`src/rtl/ifetch_if.sv`:
```
`default_nettype none
// ============================================================================
// ifetch_if : instruction-memory read bus (req/ack, 64-bit slots)  | rev 1.0
// ============================================================================
interface ifetch_if #(
   parameter int ADDR_W = 16
);
   logic              imem_req;
   logic [ADDR_W-1:0] imem_addr;
   logic              imem_ack;
   logic [63:0]       imem_rdata;

   modport master (
      output imem_req,
      output imem_addr,
      input  imem_ack,
      input  imem_rdata
   );

   modport slave (
      input  imem_req,
      input  imem_addr,
      output imem_ack,
      output imem_rdata
   );
endinterface

`default_nettype wire

```
`src/rtl/ifetch.sv`:
```
`default_nettype none
// ============================================================================
// ifetch : eBPF fetch stage, one- or two-slot (lddw) instruction assembly | rev 1.0
// ============================================================================
module ifetch #(
   parameter int          ADDR_W  = 16,
   parameter logic [7:0]  LDDW_OP = 8'h18
) (
   input  wire logic              clk,
   input  wire logic              nrst,
   ifetch_if.master               imem,
   input  wire logic              fetch_req,
   input  wire logic              pc_load,
   input  wire logic [ADDR_W-1:0] pc_load_val,
   output logic [63:0]            ir_out,
   output logic                   ir_load,
   output logic [31:0]            imm_hi,
   output logic                   wide,
   output logic                   ill_wide,
   output logic                   busy,
   output logic [ADDR_W-1:0]      pc
);

   typedef enum logic [1:0] {
      S_IDLE  = 2'd0,
      S_WAIT1 = 2'd1,
      S_WAIT2 = 2'd2
   } state_t;

   state_t            state_q,   state_d;
   logic [ADDR_W-1:0] pc_q,      pc_d;
   logic [ADDR_W-1:0] addr_q,    addr_d;
   logic              req_q,     req_d;
   logic [63:0]       ir_q,      ir_d;
   logic [31:0]       imm_hi_q,  imm_hi_d;
   logic              wide_q,    wide_d;
   logic              ill_q,     ill_d;
   logic              ir_load_q, ir_load_d;

   always_comb begin
      state_d   = state_q;
      pc_d      = pc_q;
      addr_d    = addr_q;
      req_d     = req_q;
      ir_d      = ir_q;
      imm_hi_d  = imm_hi_q;
      wide_d    = wide_q;
      ill_d     = ill_q;
      ir_load_d = 1'b0;

      case (state_q)
         S_IDLE: begin
            if (pc_load) pc_d = pc_load_val;
            if (fetch_req) begin
               addr_d  = pc_load ? pc_load_val : pc_q;
               req_d   = 1'b1;
               state_d = S_WAIT1;
            end
         end
         S_WAIT1: begin
            if (imem.imem_ack) begin
               ir_d = imem.imem_rdata;
               if (imem.imem_rdata[7:0] != LDDW_OP) begin
                  ir_load_d = 1'b1;
                  wide_d    = 1'b0;
                  imm_hi_d  = 32'h0;
                  ill_d     = 1'b0;
                  pc_d      = pc_q + ADDR_W'(1);
                  req_d     = 1'b0;
                  state_d   = S_IDLE;
               end else begin
                  // pc still points at the first slot; second slot follows it (wraps at top)
                  addr_d  = pc_q + ADDR_W'(1);
                  state_d = S_WAIT2;
               end
            end
         end
         S_WAIT2: begin
            if (imem.imem_ack) begin
               imm_hi_d  = imem.imem_rdata[63:32];
               ill_d     = (imem.imem_rdata[7:0] != 8'h00);
               wide_d    = 1'b1;
               ir_load_d = 1'b1;
               pc_d      = pc_q + ADDR_W'(2);
               req_d     = 1'b0;
               state_d   = S_IDLE;
            end
         end
         default: begin
            state_d = S_IDLE;
            req_d   = 1'b0;
         end
      endcase
   end

   always_ff @(posedge clk) begin
      if (!nrst) begin
         state_q   <= S_IDLE;
         pc_q      <= '0;
         addr_q    <= '0;
         req_q     <= 1'b0;
         ir_q      <= 64'h0;
         imm_hi_q  <= 32'h0;
         wide_q    <= 1'b0;
         ill_q     <= 1'b0;
         ir_load_q <= 1'b0;
      end else begin
         state_q   <= state_d;
         pc_q      <= pc_d;
         addr_q    <= addr_d;
         req_q     <= req_d;
         ir_q      <= ir_d;
         imm_hi_q  <= imm_hi_d;
         wide_q    <= wide_d;
         ill_q     <= ill_d;
         ir_load_q <= ir_load_d;
      end
   end

   assign imem.imem_req  = req_q;
   assign imem.imem_addr = addr_q;
   assign ir_out         = ir_q;
   assign ir_load        = ir_load_q;
   assign imm_hi         = imm_hi_q;
   assign wide           = wide_q;
   assign ill_wide       = ill_q;
   assign busy           = (state_q != S_IDLE);
   assign pc             = pc_q;

endmodule

`default_nettype wire
```
`src/flat_wrapper.sv`:
```
// flat-port wrapper written by rule: the top's interface ports become plain ports
module ifetch_flat 
#(
   parameter int          ADDR_W  = 16,
   parameter logic [7:0]  LDDW_OP = 8'h18
)
  (clk, nrst, fetch_req, pc_load, pc_load_val, ir_out, ir_load, imm_hi, wide, ill_wide, busy, pc, imem_imem_req, imem_imem_addr, imem_imem_ack, imem_imem_rdata);
  ifetch_if #(.ADDR_W(ADDR_W)) imem_i ();
  input  wire logic clk;
  input  wire logic nrst;
  input  wire logic fetch_req;
  input  wire logic pc_load;
  input  wire logic [ADDR_W-1:0] pc_load_val;
  output logic [63:0] ir_out;
  output logic ir_load;
  output logic [31:0] imm_hi;
  output logic wide;
  output logic ill_wide;
  output logic busy;
  output logic [ADDR_W-1:0] pc;
  output wire logic [$bits(imem_i.imem_req)-1:0] imem_imem_req;
  output wire logic [$bits(imem_i.imem_addr)-1:0] imem_imem_addr;
  input wire logic [$bits(imem_i.imem_ack)-1:0] imem_imem_ack;
  input wire logic [$bits(imem_i.imem_rdata)-1:0] imem_imem_rdata;
  assign imem_imem_req = imem_i.imem_req;
  assign imem_imem_addr = imem_i.imem_addr;
  assign imem_i.imem_ack = imem_imem_ack;
  assign imem_i.imem_rdata = imem_imem_rdata;
  ifetch #(.ADDR_W(ADDR_W), .LDDW_OP(LDDW_OP)) u_core (.clk(clk), .nrst(nrst), .imem(imem_i), .fetch_req(fetch_req), .pc_load(pc_load), .pc_load_val(pc_load_val), .ir_out(ir_out), .ir_load(ir_load), .imm_hi(imm_hi), .wide(wide), .ill_wide(ill_wide), .busy(busy), .pc(pc));
endmodule
```
`config.mk`:
```
export PLATFORM = sky130hd
export DESIGN_NAME = ifetch_flat
export DESIGN_NICKNAME = d
export VERILOG_FILES = /design/src/rtl/ifetch_if.sv /design/src/rtl/ifetch.sv /design/src/flat_wrapper.sv
export SDC_FILE = /design/constraint.sdc
export NUM_CORES = 1
export LEC_CHECK = 0
export ABC_AREA = 1
export CORE_ASPECT_RATIO = 1.25
export CORE_MARGIN = 2
export CORE_UTILIZATION = 45
export CTS_CLUSTER_SIZE = 24
export DETAILED_ROUTE_END_ITERATION = 16
export HOLD_SLACK_MARGIN = 0.05
export PLACE_DENSITY = 0.79
export SLEW_MARGIN = 20
export SYNTH_ARGS = -nofsm -noshare
export SYNTH_HDL_FRONTEND = slang
export SYNTH_SLANG_ARGS = --single-unit
export TNS_END_PERCENT = 5
```
`constraint.sdc`:
```
create_clock -name clk -period 2.2 [get_ports clk]
set_input_delay 0.44 -clock clk [delete_from_list [all_inputs] [get_ports clk]]
set_output_delay 0.44 -clock clk [all_outputs]
set_load 0.02 [all_outputs]
```
After elaboration in Yosys (flattened, before gate mapping):

Cells that the tools add are included.

* add/subtract/negate cells: 2
* equality and inequality tests: 8
* muxes and demuxes: 31
* reductions and logical operators: 12

Operator list (count)
* $mux 16: 7
* $mux 32: 3
* $pmux 32 s2: 1
* $pmux 16 s3: 1
* $pmux 16 s2: 1
* $add 16x1->16 const B: 1
* $add 16x2->16 const B: 1
* $reduce_and 4->1: 4
* $mux 1: 9
* $mux 2: 4
* $ne 2x2->1 const B: 4
* $ne 8x5->1 const B: 1
* $reduce_bool 8->1: 1
* $pmux 1 s2: 3
* $pmux 2 s3: 1
* $reduce_bool 2->1: 3
* $pmux 1 s3: 1
* $reduce_and 3->1: 1
* $reduce_bool 3->1: 1
* $eq 2x1->1 const B: 1
* $eq 2x2->1 const B: 1
* $logic_not 2->1: 1
* $ne 2x1->1 const B: 1
* $reduce_and 2->1: 1

* flip-flop bits (word level): 134
* input port bits: 85

Longest topological paths before layout:

* word-level depth: 4
* depth in mapped cells: 12

Least setup slack after synthesis:

OpenSTA, ideal clock, no wires.

* path type: reg2reg
* start point: register u_core.pc_q[2] (netlist: u_core.pc[2])
* end point: register u_core.pc_q[15] (netlist: u_core.pc[15])
* arrival time: 1.571 ns
* path slack: 0.495 ns
* cell stages (with the launch flop): 11
* cells stage by stage: dfxtp_1 -> ha_1 -> nand2_1 -> inv_1 -> nand2_1 -> nor2_1 -> nand3_1 -> nand3_1 -> nand3_1 -> nand2_1 -> a21oi_1

* cells in the longest elaborated chain, start to end: 4

Ends and longest elaborated chain
* from (decl): line ifetch.sv:31 `logic [ADDR_W-1:0] pc_q, pc_d;`
* from (signal assigned): line ifetch.sv:109 `pc_q <= pc_d;`
* $add 16x1->16: line ifetch.sv:68 `pc_d = pc_q + ADDR_W'(1);`
* $mux 16: line ifetch.sv:63 `if (imem.imem_rdata[7:0] != LDDW_OP) begin`
* $mux 16: line ifetch.sv:61 `if (imem.imem_ack) begin`
* $pmux 16 s3 *: line ifetch.sv:51 `case (state_q)`

Every way passes the cells marked *; elsewhere a longest branch is shown, timed or not. The select of a mux whose other input is x is not followed.
A chain may end at the register's enable or synchronous reset.

Worst setup path in the final report:

* start point: register u_core.pc_q[3] (netlist: u_core.pc[3])
* end point: output pc[3]

RTL lines
* to (decl): line flat_wrapper.sv:20 `output logic [ADDR_W-1:0] pc;`

No word-level cell between the ends.

==> summary.txt <==
Run status
  • Result of the run: completed

Worst setup path
  • CP bufs+invs: 1
  • Crit end category: output port
  • Worst flop-to-flop path endpoint: u_core.pc[4]
  • End point of the critical path: pc[3]
  • Critical Path Stages: 1
  • Cell depth of the worst flop-to-flop path: 10
  • Critical Path Source: u_core.pc[3]
  • Cell family with the largest share of critical-path delay: buffers and inverters
  • CP max-delay cell: sky130_fd_sc_hd__clkdlybuf4s50_1
  • Sort of element at the start of the critical path: flop
  • Critical path, cell by cell: clkdlybuf4s50_1
  • Type of the worst setup path: reg2out
  • Biggest cell delay along the critical path: 690 ps
  • Required time of the critical path: 1760 ps
  • Arrival time of the worst setup path: 1650 ps
  • Reg2reg setup slack: 280 ps
  • Reg2Reg Launch Point: u_core.state_q[0]
  • Critical Path Fanout Max: 10

Clock network
  • CTS root buffer: sky130_fd_sc_hd__clkbuf_16
  • Buffers from clock root to sink, at most: 2
  • CTS clk-pin slew, worst paths: 60 ps
  • Num CTS Buffers: 17
  • Count of clock tree sinks: 134
  • Setup fix buffers added after clock tree synthesis: 0
  • Clock tree from TritonCTS: yes
  • Worst skew pair latency: 410 ps
  • Depth of the CTS H-tree: 4

Drt
  • Routed length per placed instance: 16.1 um
  • Number of design-rule violations left by the first detailed-router iteration: 425
  • DRC violations left: 0
  • Wire length on met1: 8020 um
  • Pre-Repair DR Iteration Count: 5
  • Vias per cell: 5.30
  • Sum of met2 wire segment lengths after detailed routing: 9810 um
  • Routed wl met3: 1840 um
  • Count of antenna-violating nets left after detailed routing: 0
  • Uppermost layer routed: met4
  • Wirelength, routed: 20200 um
  • Vias: 6663

Yosys
  • Adder-cell share of the synthesized area: 1.45%
  • Synth Area in Simple Gates: 28.9%
  • Most used DFF post-synth: sky130_fd_sc_hd__dfxtp_1
  • Post-Syn Nets: 954
  • Gate count after technology mapping: 862
  • Post-synthesis mux area share: 0.166%
  • Sequential-to-total area share from yosys stat: 44.4%
  • Number of synthesized flops with an enable pin: 0
  • Warnings from Yosys: 0
  • Cell Area, Synth: 0.00604 mm^2
  • Average instance area after synthesis: 7.00 um^2
  • Register bit total from synthesis: 134
  • Combinational family with the most area after synthesis: simple AND/OR/NAND/NOR gates
  • Fraction of registers with async set/reset: 0%
  • Area fraction in compound gates after synthesis: 18.1%
  • Distinct cell type count of the synthesized netlist: 32
  • Post-synthesis share of cell area spent on xor and xnor gates: 0%

Global routing
  • Number of antenna violations at the first check in global routing: 0
  • Total congestion overflow after global routing: 0
  • Number of global-route vias before repair: 6062
  • All-layer global routing usage: 27.8%
  • Pin count of the biggest net entering global routing: 84
  • First-pass GRT wire length: 31600 um

STA
  • Peak Freq: 480 MHz
  • Relative slew margins: 49.8%
  • Final Slew Violations: 0
  • Total negative setup slack: 0 ps
  • Shortest period the worst path allows: 2090 ps
  • Setup repair after global routing missed its margin: false
  • Period utilisation layout: 94.8%
  • Final hold violations: 0
  • Final setup violation count: 0
  • Transition time at the pin with the least slew margin: 753 ps
  • Final setup skew: 9.26 ps

Flow run
  • Number of maximum-capacitance constraint violations: 0

Layout
  • Utilization after layout: 68.6%
  • Area growth syn-to-layout: 49.8%
  • Layout filler cell count: 1104
  • Antenna diode instance count: 0
  • Area of the multi-input gates: 0.00293 mm^2
  • Net total in the final layout: 1166
  • Sequential Area: 0.00268 mm^2
  • Layout cells sized above 1: 7.91%

Hold path
  • Class of the tightest hold or removal check: reg2reg
  • Depth of the worst hold-timing path: 2

Place
  • IO Port Bufs: 217
  • DP Wirelength: 14400 um
  • Placer congestion estimate: 0.935

Power
  • Static Leakage: 0.00350 uW
  • Post-layout total power: 11200 uW
  • Worst IR drop on VDD: 0.000711 V
  • Power Density: 1240 mW/mm^2

Floorplan
  • Effective utilization at floorplan: 45.8%
  • I/O Pins: 218
  • Row count: 47
  • Vertical die dimension: 134 um
  • Width of the chip: 108 um
  • Overall die area: 0.0144 mm^2
  • Core Area: 0.0132 mm^2
==> flip-flops by register name, indices dropped and copies added, names as in the netlist <==
signal / count
u_core.imem.imem_req: 1
u_core.pc: 16
u_core.imem.imem_addr: 16
u_core.state_q: 2
u_core.ill_wide: 1
u_core.ir_load: 1
u_core.imm_hi: 32
u_core.ir_out: 64
u_core.wide: 1
==> synth_stat cells (2+ instances only) <==
cell / count / area [um^2]
sky130_fd_sc_hd__buf_4: 7 / 52.6
sky130_fd_sc_hd__nor2_2: 8 / 50.1
sky130_fd_sc_hd__nor2_4: 5 / 56.3
sky130_fd_sc_hd__o21ai_1: 8 / 40.0
sky130_fd_sc_hd__inv_1: 45 / 169
sky130_fd_sc_hd__buf_2: 7 / 35.0
sky130_fd_sc_hd__nand3_1: 50 / 250
sky130_fd_sc_hd__dfxtp_1: 134 / 2680
sky130_fd_sc_hd__nand2_1: 166 / 623
sky130_fd_sc_hd__ha_1: 7 / 87.6
sky130_fd_sc_hd__nand4_1: 6 / 37.5
sky130_fd_sc_hd__nor2_1: 165 / 619
sky130_fd_sc_hd__nand3_2: 3 / 30.0
sky130_fd_sc_hd__a21oi_1: 91 / 455
sky130_fd_sc_hd__o21ai_0: 105 / 526
sky130_fd_sc_hd__clkbuf_1: 31 / 116
sky130_fd_sc_hd__nand2_2: 6 / 37.5
sky130_fd_sc_hd__buf_6: 3 / 33.8
sky130_fd_sc_hd__clkinv_1: 2 / 7.51
==> kinds of logic after synthesis <==
kind of cell,after synthesis
compound gates,212
buf+inv,97
simple gates,411
mux,1
flops,134
fa+ha+maj,7
==> final cells by class <==
cell class              instances  share of cell area [%]
well taps                     171                    2.37
inverters                      48                    1.99
flip-flops and latches        134                    29.7
clock buffers                  18                    4.75
repair buffers                242                    26.7
clock inverters                14                    2.08
multi-input cells             631                    32.4
==> how the worst min path moves through the flow <==
| stage | from | to | slack, ps |
|---|---|---|---|
| 2_1_floorplan | u_core.state_q[1] | u_core.state_q[1] | 520 |
| 3_3_place_gp | u_core.imm_hi[0] | u_core.imm_hi[0] | 450 |
| 3_5_place_dp | u_core.imm_hi[28] | u_core.imm_hi[28] | 450 |
| 4_1_cts | u_core.imm_hi[26] | u_core.imm_hi[26] | 460 |
| 5_1_grt | u_core.imm_hi[13] | u_core.imm_hi[13] | 470 |
| 6_report | u_core.imm_hi[26] | u_core.imm_hi[26] | 460 |
==> per-stage QoR <==
stage	worst slack [ps]	hold WS, ps	cells	area (um^2)
global placement	59.5	450	1226	8430
global route	50.7	471	1258	9040
CTS	100	463	1258	9040
finish	115	464	1258	9040
floorplan	495	520	862	6040
detailed placement	30.5	453	1226	8430
==> power by group <==
part	internal, uW	switching [uW]
registers	3000	493
logic	1990	2760
clock network	1820	1140
total	6810	4390
==> what timing repair did <==
| item | 4_1_cts | 5_1_grt |
|---|---|---|
| resized for setup | 1 | 0 |
| setup endpoints to repair | 1 | 0 |
| hold buffers | 0 | 0 |
==> cells in the final DEF (no fill, tap or decap) <==
cell / instances
sky130_fd_sc_hd__clkdlybuf4s50_1: 215
sky130_fd_sc_hd__nand2_1: 166
sky130_fd_sc_hd__nor2_1: 165
sky130_fd_sc_hd__dfxtp_1: 134
sky130_fd_sc_hd__o21ai_0: 105
sky130_fd_sc_hd__a21oi_1: 91
sky130_fd_sc_hd__nand3_1: 50
sky130_fd_sc_hd__inv_1: 45
sky130_fd_sc_hd__buf_4: 20
sky130_fd_sc_hd__clkbuf_16: 17
sky130_fd_sc_hd__o21ai_1: 8
sky130_fd_sc_hd__nor2_2: 8
sky130_fd_sc_hd__ha_1: 7
sky130_fd_sc_hd__nand2_2: 6
sky130_fd_sc_hd__nand4_1: 6
sky130_fd_sc_hd__nor2_4: 5
sky130_fd_sc_hd__inv_6: 5
sky130_fd_sc_hd__buf_12: 5
sky130_fd_sc_hd__nand3_2: 3
sky130_fd_sc_hd__clkinvlp_4: 3
sky130_fd_sc_hd__bufinv_16: 3
sky130_fd_sc_hd__inv_2: 2
sky130_fd_sc_hd__inv_8: 2
sky130_fd_sc_hd__nand4_4: 1
sky130_fd_sc_hd__a21oi_4: 1
sky130_fd_sc_hd__o21a_1: 1
sky130_fd_sc_hd__nand3_4: 1
sky130_fd_sc_hd__o21ai_2: 1
sky130_fd_sc_hd__clkinv_1: 1
sky130_fd_sc_hd__a21boi_0: 1
sky130_fd_sc_hd__o211ai_1: 1
sky130_fd_sc_hd__mux2i_1: 1
sky130_fd_sc_hd__a22oi_1: 1
sky130_fd_sc_hd__a211oi_1: 1
sky130_fd_sc_hd__a21oi_2: 1
sky130_fd_sc_hd__clkinv_4: 1
sky130_fd_sc_hd__clkbuf_1: 1
sky130_fd_sc_hd__buf_2: 1
sky130_fd_sc_hd__dlygate4sd2_1: 1
==> layer usage <==
| metal | vias up | track usage, % |
|---|---|---|
| met5 | - | 0 |
| met2 | 328 | 47.4 |
| met3 | 42 | 8.12 |
| met4 | 0 | 10.1 |
| met1 | 3046 | 33.0 |
| li1 | 3247 | - |
(Power assumes the default switching activity.)
